--- src/rtl/muldiv_unit.sv ---
// rtl/muldiv_unit.sv - multi-cycle unsigned multiply/divide unit with register-file write-back
// Shift-add multiply and restoring divide share one accumulator/low-word datapath.
module muldiv_unit #(
   parameter int WIDTH = 32
) (
   input  logic             CLK,
   input  logic             reset,
   input  logic             start,
   input  logic [1:0]       op,
   input  logic [WIDTH-1:0] A_Data,
   input  logic [WIDTH-1:0] B_Data,
   input  logic [4:0]       DA_in,
   output logic             busy,
   output logic             done,
   output logic             RW,
   output logic [4:0]       DA,
   output logic [WIDTH-1:0] D_Data
);

   localparam logic [1:0] S_IDLE = 2'd0;
   localparam logic [1:0] S_RUN  = 2'd1;
   localparam logic [1:0] S_DONE = 2'd2;
   localparam int CW = (WIDTH > 1) ? $clog2(WIDTH) : 1;
   localparam logic [CW-1:0] LAST = CW'(WIDTH - 1);

   logic [1:0]       state;
   logic [CW-1:0]    count;
   logic [1:0]       op_q;
   logic [WIDTH-1:0] opnd;
   logic [WIDTH-1:0] acc;
   logic [WIDTH-1:0] lo;

   logic [WIDTH:0]   sum;
   logic [WIDTH:0]   shifted;
   logic [WIDTH:0]   diff;
   logic [WIDTH-1:0] acc_n;
   logic [WIDTH-1:0] lo_n;
   logic [WIDTH-1:0] result;

   // Multiply: {acc, lo} is the product, lo starts as the multiplier.
   // Divide: acc is the partial remainder, lo shifts the dividend out and the quotient in.
   always_comb begin
      sum     = {1'b0, acc} + (lo[0] ? {1'b0, opnd} : '0);
      shifted = {acc, lo[WIDTH-1]};
      diff    = shifted - {1'b0, opnd};
      if (!op_q[1]) begin
         acc_n = sum[WIDTH:1];
         lo_n  = {sum[0], lo[WIDTH-1:1]};
      end else if (!diff[WIDTH]) begin
         acc_n = diff[WIDTH-1:0];
         lo_n  = {lo[WIDTH-2:0], 1'b1};
      end else begin
         acc_n = shifted[WIDTH-1:0];
         lo_n  = {lo[WIDTH-2:0], 1'b0};
      end
      result = op_q[0] ? acc_n : lo_n;
   end

   always_ff @(posedge CLK or negedge reset) begin
      if (!reset) begin
         state  <= S_IDLE;
         count  <= '0;
         op_q   <= '0;
         opnd   <= '0;
         acc    <= '0;
         lo     <= '0;
         DA     <= '0;
         D_Data <= '0;
      end else begin
         case (state)
            S_IDLE: begin
               if (start) begin
                  op_q  <= op;
                  opnd  <= op[1] ? B_Data : A_Data;
                  lo    <= op[1] ? A_Data : B_Data;
                  acc   <= '0;
                  count <= '0;
                  DA    <= DA_in;
                  state <= S_RUN;
               end
            end
            S_RUN: begin
               acc   <= acc_n;
               lo    <= lo_n;
               count <= count + 1'b1;
               if (count == LAST) begin
                  D_Data <= result;
                  state  <= S_DONE;
               end
            end
            S_DONE:  state <= S_IDLE;
            default: state <= S_IDLE;
         endcase
      end
   end

   assign busy = (state != S_IDLE);
   assign done = (state == S_DONE);
   assign RW   = done && (DA != 5'd0);

endmodule
--- config.mk ---
export PLATFORM = sky130hd
export DESIGN_NAME = muldiv_unit
export DESIGN_NICKNAME = d
export VERILOG_FILES = /design/src/rtl/muldiv_unit.sv
export SDC_FILE = /design/constraint.sdc
export NUM_CORES = 1
export LEC_CHECK = 0
export ABC_AREA = 1
export BUFFER_PORTS_ARGS = -buffer_cell sky130_fd_sc_hd__buf_2
export CELL_PAD_IN_SITES_DETAIL_PLACEMENT = 1
export CELL_PAD_IN_SITES_GLOBAL_PLACEMENT = 1
export CORE_ASPECT_RATIO = 1.2
export CORE_MARGIN = 4
export CORE_UTILIZATION = 46
export DETAILED_ROUTE_END_ITERATION = 10
export PLACE_DENSITY_LB_ADDON = 0.1
export SLEW_MARGIN = 10
export SYNTH_ARGS = -nofsm -noshare
export SYNTH_HDL_FRONTEND = slang
export SYNTH_SLANG_ARGS = --single-unit
--- constraint.sdc ---
create_clock -name CLK -period 5.2 [get_ports CLK]
set_input_delay 0.26 -clock CLK [delete_from_list [all_inputs] [get_ports CLK]]
set_output_delay 0.26 -clock CLK [all_outputs]
set_load 0.01 [all_outputs]
* Word-level counts from Yosys, hierarchy flattened *
Cells that the tools add are included.

storage, ports and cells
  bits in registers = 142
  bits of input ports = 74
  output and inout bits = 40

operators by class
  add/sub/neg operators = 3
  eq/ne operators = 5
  mux-type cells = 17
  reductions and logical operators = 9

operators by type and width
  operator                                       number
  two-way mux 32 bit                             9
  one-hot mux 32 bit (2 select lines)            2
  adder 32 x 32 -> 33 bit                        1
  subtractor 33 x 32 -> 33 bit                   1
  one-hot mux 5 bit (2 select lines)             1
  AND reduction 2 bit                            4
  adder 5 x 1 -> 5 bit, second input constant    1
  == test 5 bit, second input constant           1
  two-way mux 5 bit                              1
  nonzero test 5 bit                             1
  two-way mux 2 bit                              2
  inequality test 2 bit, second input constant   2
  one-hot mux 2 bit (2 select lines)             1
  nonzero test 2 bit                             2
  == test 2 x 1 -> 1 bit, second input constant  1
  == test 2 bit, second input constant           1
  logical NOT 2 bit                              1
  logical AND 1 bit                              1
  two-way mux 1 bit                              1

* Depth between registers and ports, before layout *
Gate-level depths: netlist of run 1.

  depth after elaboration = 4
  depth in mapped cells = 22
  mapped depth without buffers = 20

* Worst setup path before layout of run 1 *
OpenSTA, ideal clock, no wires.

  kind = register to register
  from = register lo[0]
  to = register D_Data[31]
  setup time = 0.116 ns
  arrival = 2.434 ns
  setup slack = 2.650 ns
  stages on the path, launching flop included = 23
  buffers on the path = 2
  clock period less this slack = 2.550 ns
  path through = dfrtp_1 clkbuf_1 clkbuf_1 nand2_1 inv_1 ha_1 fa_1 nand2_1 nand2_1 o21ai_0 inv_1 nand2_1 nand2_1 nand2_1 nand2_1 nand2_1 nand2_1 nand2_1 nand2_1 nand2_1 nand3_1 nand2_1 nand2_1

on the way
  longest elaborated chain between the ends = 4
  elaborated cells between the ends (all ways) = 5
  classes of those cells = add/sub: 1; mux: 4

RTL lines
  what                         line  RTL
  from (decl)                  31    logic [WIDTH-1:0] lo;
  from (signal assigned)       75    lo <= op[1] ? A_Data : B_Data;
  from (signal assigned)       84    lo <= lo_n;
  two-way mux 32 bit (*)       43    sum = {1'b0, acc} + (lo[0] ? {1'b0, opnd} : '0);
  adder 32 x 32 -> 33 bit (*)  43
  two-way mux 32 bit           46    if (!op_q[1]) begin
  two-way mux 32 bit (*)       56    result = op_q[0] ? acc_n : lo_n;
  to (signal assigned)         87    D_Data <= result;
  to (decl)                    17    output logic [WIDTH-1:0] D_Data

Every way passes the cells marked *; elsewhere a longest branch is shown, timed or not.
A chain may end at the register's enable or synchronous reset.

* Worst setup path after layout of run 1 *
  from = register lo[31]
  to = register D_Data[31]

on the way
  longest elaborated chain between the ends = 4

RTL lines
  what                          line  RTL
  subtractor 33 x 32 -> 33 bit  45    diff = shifted - {1'b0, opnd};
  two-way mux 32 bit            49    end else if (!diff[WIDTH]) begin
  two-way mux 32 bit            46
  two-way mux 32 bit            56

Every way passes these cells.

==> impl_metrics.yaml, run 1 <==
yosys:
  synthesis.nets: 2235
  synth-xor-area-share_pct: 1.17
  synth_mux_area_share_pct: 0.393
  synth_area_um2: 12700
  synth-main-ff-cell: "dfrtp_1"
  yosysMostFrequentCell: "nand2_1"
  synth_area_leaders: "dfrtp_1 28%, nand2_1 23%, inv_1 10%, ha_1 6.5%, o21ai_0 6.5%"
  synth_compound_area_share_pct: 15.9
  ys_seq_elements: 142
  yosys.area_share.simple_pct: 35.0
  synth_top_family_by_area: "simple AND/OR/NAND/NOR gates"
  ys_top_cells_by_count: "796 x nand2_1, 338 x inv_1, 165 x o21ai_0, 142 x dfrtp_1, 114 x nand3_1"
  synth_top_area_share_pct: 27.9
  synth-edff-count: 0
  syn-mean-instance-area_um2: 6.08
  yosys_warnings: 0
  yosysSeqAreaShare_pct: 27.9
  synth_top_area_cell: "dfrtp_1"
  syn_inst: 2093
  ys_types: 47
  synthAdderAreaFrac_pct: 6.80
  async_flop_share_pct: 100
routing:
  vias: 14200
  via_per_inst: 5.66
  drt_iter0_drc: 925
  drc: 0
  drtPass1Iterations: 5
  wl_mm: 52.5
  ant_nets: 0
  wl_per_cell_um: 20.9
setup_path:
  path_max_fanout: 33
  r2r_cells: 18
  endpoint_kind: "register"
  path_cells: "inv_1, ha_1, inv_1, fa_1, nand2_1, nand2_1, nand3_1, nand2_2, nand2_2, nand2_4, nand2_4, nand3_1, nand2_4, nand3_1, nand2_1, nand3_1, nand2_1, nand2_1"
  cp_num_buf_inv: 2
  cp_slowest_cell: "fa_1"
  crit_arrival_ns: 3.60
  critPathKind: "register to register"
  r2r-end: "D_Data[31]"
  critical_path.startpoint_type: "register"
  r2r-start: "lo[31]"
  path_delay_family: "simple AND/OR/NAND/NOR gates"
  crit_top_cell: "nand2_1"
  reg2reg_slack_ns: 1.93
  cpPeakStageDelay_ns: 0.46
  cp.required_ns: 5.53
  cp.depth: 18
global_route:
  grt_first_pass_wirelength_mm: 81.6
  grt_pass1_vias: 14700
  antenna_found_initial: 0
  grt_max_degree: 94
  gr-total-overflow: 0
  grt_use_total_pct: 34.5
clock_tree:
  tritoncts: "built"
  cts_resized: 0
  cts-root-buf: "clkbuf_16"
  cts-buffers-inserted: 17
  post_cts_buffers: 0
  cts_hold_buffers: 1
  clk_pin_slew_ns: 0.07
  h-tree-depth: 4
  numClockSinks: 142
  cts.path.max_buffers: 2
  clock_latency_ns: 0.44
sta:
  drv_slew: 0
  min_period_over_period_pct: 62.9
  finClkSkew_ns: 0.00928
  rsz0062_at_grt: "no"
  setup_tns_ns: 0
  fin_crit_ns: 3.27
  final_hold_viol_count: 0
  fin_ws_ns: 1.93
  clock.fmax_mhz: 306
  relSlewSlack_pct: 32.6
  setup_violations: 0
  tightest_slew_ns: 1.01
cells_and_area:
  drive_gt1_share_pct: 8.75
  nFillCells: 3887
  final_cells: 2511
  area_growth_pct: 10.3
  num-nets-final: 2300
  diodes: 0
floorplan:
  die_height_um: 190
  rows: 66
  die_area_um2: 30400
  ioPinCount: 114
  initial_core_util_pct: 46.9
  core_area_um2: 27200
  die_w_um: 160
hold_path:
  hp-start: "DA_in[3]"
  hold_class: "input port to register"
  hold_depth: 3
  hold_end: "DA[3]"
placement:
  place_congestion: 0.942
  io_buffers: 113
  pre_cts_ws_ns: 1.73
  dp.cells: 2478
  post-dp-hpwl_mm: 41.4
status:
  status: "completed"
job:
  max_cap_violations: 0
==> tightest hold or removal path, delay by kind of cell <==
| family | cells | cell delay [ns] |
|---|---|---|
| and+or+nand+nor | 2 | 0.08 |
| buffers and inverters | 1 | 0.08 |
==> layout by cell type, fill, tap and decap left out, types with 6 or more instances in the layout <==
cell type,count
nand2_1,796
inv_1,334
o21ai_0,165
dfrtp_1,139
nand3_1,114
buf_2,112
nor2_1,96
a21oi_1,89
ha_1,66
o211ai_1,47
clkbuf_16,17
nand3b_1,15
a31oi_1,14
nor3_1,13
o21ai_1,12
nand4_1,11
nand2_2,10
buf_4,10
xnor2_1,9
xor2_1,8
a21o_1,7
o221ai_1,7
and2_1,6
==> cell type report <==
class,instances,area (um^2),area share [%]
Tap cell,340,425,3.03
Clock inverter,11,120,0.855
Sequential cell,142,3560,25.3
Timing Repair Buffer,125,677,4.82
Clock buffer,21,440,3.14
Inverter,340,1280,9.08
Multi-Input combinational cell,1532,7550,53.8
==> state kept, by name, indices dropped and copies added (netlist names) <==
| signal | cells |
|---|---|
| count | 5 |
| state | 2 |
| D_Data | 32 |
| DA | 5 |
| acc | 32 |
| op_q | 2 |
| opnd | 32 |
| lo | 32 |
==> worst max-delay path by stage <==
stage | start | end | slack [ns]
3_5_place_dp | lo[0] | D_Data[29] | 1.73
2_1_floorplan | lo[0] | D_Data[31] | 2.65
5_1_grt | lo[0] | D_Data[23] | 1.73
4_1_cts | lo[0] | D_Data[21] | 1.66
6_report | lo[31] | D_Data[31] | 1.93
3_3_place_gp | lo[0] | D_Data[21] | 1.81
==> logic make-up after synthesis <==
group           after synthesis
flops                       142
xor+xnor                     17
compound gates              359
mux                           5
simple gates               1083
buf+inv                     419
fa+ha+maj                    68
==> per-layer routing <==
metal | vias to the layer above | part of all wire [%] | global-route usage, %
met2 | 427 | 48 | 60.1
met3 | 118 | 5.7 | 5.10
met1 | 6930 | 41 | 42.6
li1 | 6747 | - | -
met4 | 0 | 4.8 | 15.5
met5 | - | 0 | 0
==> stage by stage <==
step | utilization [%] | hold slack, ns | instance area, um^2
6_report | 51.7 | 0.0189 | 14000
3_3_place_gp | 49.6 | 0.258 | 13500
5_1_grt | 51.7 | 0.0266 | 14000
3_5_place_dp | 49.6 | 0.257 | 13500
2_1_floorplan | - | -0.0356 | 12700
4_1_cts | 51.7 | 0.00206 | 14000
Power of run 1 is not shown: default switching activity piles up to over one toggle a cycle in this logic, so the estimate is an artifact.
==> inputs of run 2 (changes only) <==
--- a/config.mk
+++ b/config.mk
@@ -11,7 +11,7 @@
 export CELL_PAD_IN_SITES_GLOBAL_PLACEMENT = 1
 export CORE_ASPECT_RATIO = 1.2
 export CORE_MARGIN = 4
-export CORE_UTILIZATION = 46
+export CORE_UTILIZATION = 39
 export DETAILED_ROUTE_END_ITERATION = 10
 export PLACE_DENSITY_LB_ADDON = 0.1
 export SLEW_MARGIN = 10
==> constraint.sdc (replaced) <==
create_clock -name CLK -period 2.75 [get_ports CLK]
set_input_delay 0.1375 -clock CLK [delete_from_list [all_inputs] [get_ports CLK]]
set_output_delay 0.1375 -clock CLK [all_outputs]
set_load 0.01 [all_outputs]
==> run 2 against run 1 <==
Net effect:
- clock-buffer cell count shrank 1
- first-iteration DRC count grew 11%
- core utilization shrank 0.88 points
- largest cell class unchanged
- cell count grew 9.9%
- register-to-register slack lost 1.9 ns
- via count grew 5.9%
- cell area grew 17%
- routed wire length grew 13%
==> impl_metrics.yaml, run 2 (synthesized netlist as in run 1, its figures left out) <==
sta:
  rsz0062_at_grt: "yes"
  finClkSkew_ns: 0.0117
  fin_crit_ns: 2.71
  setup_violations: 0
  min_period_over_period_pct: 98.6
  clock.fmax_mhz: 369
  final_hold_viol_count: 0
  tightest_slew_ns: 0.867
  setup_tns_ns: 0
  drv_slew: 0
  relSlewSlack_pct: 42.2
routing:
  drc: 0
  ant_nets: 0
  via_per_inst: 5.46
  drt_iter0_drc: 1023
  vias: 15100
  drtPass1Iterations: 5
  wl_per_cell_um: 21.6
  wl_mm: 59.5
setup_path:
  path_max_fanout: 6
  endpoint_kind: "register"
  critPathLaunch: "opnd[24]"
  path_delay_family: "simple AND/OR/NAND/NOR gates"
  cp.depth: 18
  r2r-start: "opnd[24]"
  cp.required_ns: 3.09
  r2r-end: "D_Data[5]"
  reg2reg_slack_ns: 0.04
  cp_slowest_cell: "dfrtp_1"
  critical_path.startpoint_type: "register"
  critPathKind: "register to register"
  crit_top_cell: "nand2_1"
  r2r_cells: 18
  cp_num_buf_inv: 4
  crit_arrival_ns: 3.05
  cpPeakStageDelay_ns: 0.39
  path_cells: "inv_1, ha_2, nand2_1, nor2_2, nand2_1, inv_1, a21oi_4, buf_12, nand2_8, nand2_4, nand2_8, buf_12, nand2_1, nand2_1, nand2_2, nand3_4, nand2_1, nand2_1"
placement:
  place_congestion: 0.987
  dp.cells: 2685
  post-dp-hpwl_mm: 46.6
  io_buffers: 113
floorplan:
  initial_core_util_pct: 39.5
  ioPinCount: 114
  die_height_um: 206
  core_area_um2: 32300
  die_w_um: 173
  die_area_um2: 35600
  rows: 72
hold_path:
  hold_class: "input port to register"
  hp-start: "B_Data[5]"
  hold_depth: 3
  hold_end: "lo[5]"
status:
  status: "completed"
clock_tree:
  cts-root-buf: "clkbuf_16"
  cts.path.max_buffers: 2
  clock_latency_ns: 0.45
  numClockSinks: 142
  tritoncts: "built"
  h-tree-depth: 4
  cts-buffers-inserted: 17
  clk_pin_slew_ns: 0.07
global_route:
  grt_first_pass_wirelength_mm: 89.9
  antenna_found_initial: 2
  grt_use_total_pct: 32.8
  gr-total-overflow: 0
  grt_max_degree: 93
  grt_pass1_vias: 15400
cells_and_area:
  nFillCells: 4367
  area_growth_pct: 28.8
  post-route-util_pct: 50.8
  final_common_cell: "nand2_1"
  final_cells: 2759
  final_cell_mix: "770 x nand2_1, 329 x inv_1, 153 x o21ai_0"
  num-nets-final: 2481
  diodes: 0
  drive_gt1_share_pct: 20.2
job:
  max_cap_violations: 0
## run 2: cell count changes in the layout (fill, tap and decap cells not counted), moves of 17 or more
cell | previous run | this run
dlygate4sd3_1 | 1 | 34
nand3_1 | 114 | 97
nand2_2 | 10 | 33
nor2_1 | 96 | 78
ha_2 | 0 | 19
nand2_1 | 796 | 770
buf_4 | 10 | 145
ha_1 | 66 | 35
## run 2: how the worst max path moves through the flow
stage                             to  slack [ns]
after global placement    D_Data[20]       -0.13
after floorplan           D_Data[31]        0.20
after detailed placement   D_Data[6]       -0.16
after CTS                  D_Data[6]       0.008
final                      D_Data[5]        0.04
after global routing      D_Data[23]       -0.05
## run 2: what timing repair did
| action | CTS | global route |
|---|---|---|
| endpoints found under the hold margin | 87 | 0 |
| setup endpoints to repair | 41 | 62 |
| hold buffers | 34 | 0 |
| resized for setup | 24 | 151 |
| buffers inserted | 1 | 4 |
| gates cloned | 1 | 2 |
| pin swaps | 3 | 19 |
## run 2: per-stage QoR
| step | worst slack (ns) | hold WS (ns) | instance area [um^2] |
|---|---|---|---|
| finish | 0.0390 | 0.0537 | 16400 |
| global route | -0.0504 | 0.0727 | 16400 |
| CTS | 0.00772 | 0.0264 | 15700 |
| detailed placement | -0.162 | 0.209 | 14700 |
| global placement | -0.126 | 0.219 | 14700 |
| floorplan | 0.200 | -0.158 | 12700 |
## run 2: final cells by class
| type | count | area, um^2 | area share (%) |
|---|---|---|---|
| clock buffer | 20 | 447 | 2.72 |
| timing repair buffer | 305 | 2250 | 13.7 |
| tap | 407 | 509 | 3.11 |
| clock inverter | 12 | 138 | 0.840 |
| sequential | 142 | 3570 | 21.8 |
| inverter | 340 | 1280 | 7.79 |
| multi-input combinational | 1533 | 8200 | 50.0 |
## run 2: worst reg2reg max path: cells and delay by family (launching register included)
family | cells | cell delay [ns]
adder cells (fa/ha/maj) | 1 | 0.35
AND/OR/NAND/NOR | 12 | 1.15
AO/OA/AOI/OAI | 1 | 0.17
buffers and inverters | 4 | 0.55
flip-flops | 1 | 0.39
## run 2: metal layers
metal	share of wire [%]	vias up	GRT usage (%)	wire, um
met5	0.035	-	0	21
met4	2.7	4	9.75	1580
met3	5.9	81	3.68	3490
met2	48	474	55.5	28500
met1	44	7379	44.4	25900
li1	-	7119	-	-
Power of run 2 is left out for the same reason.
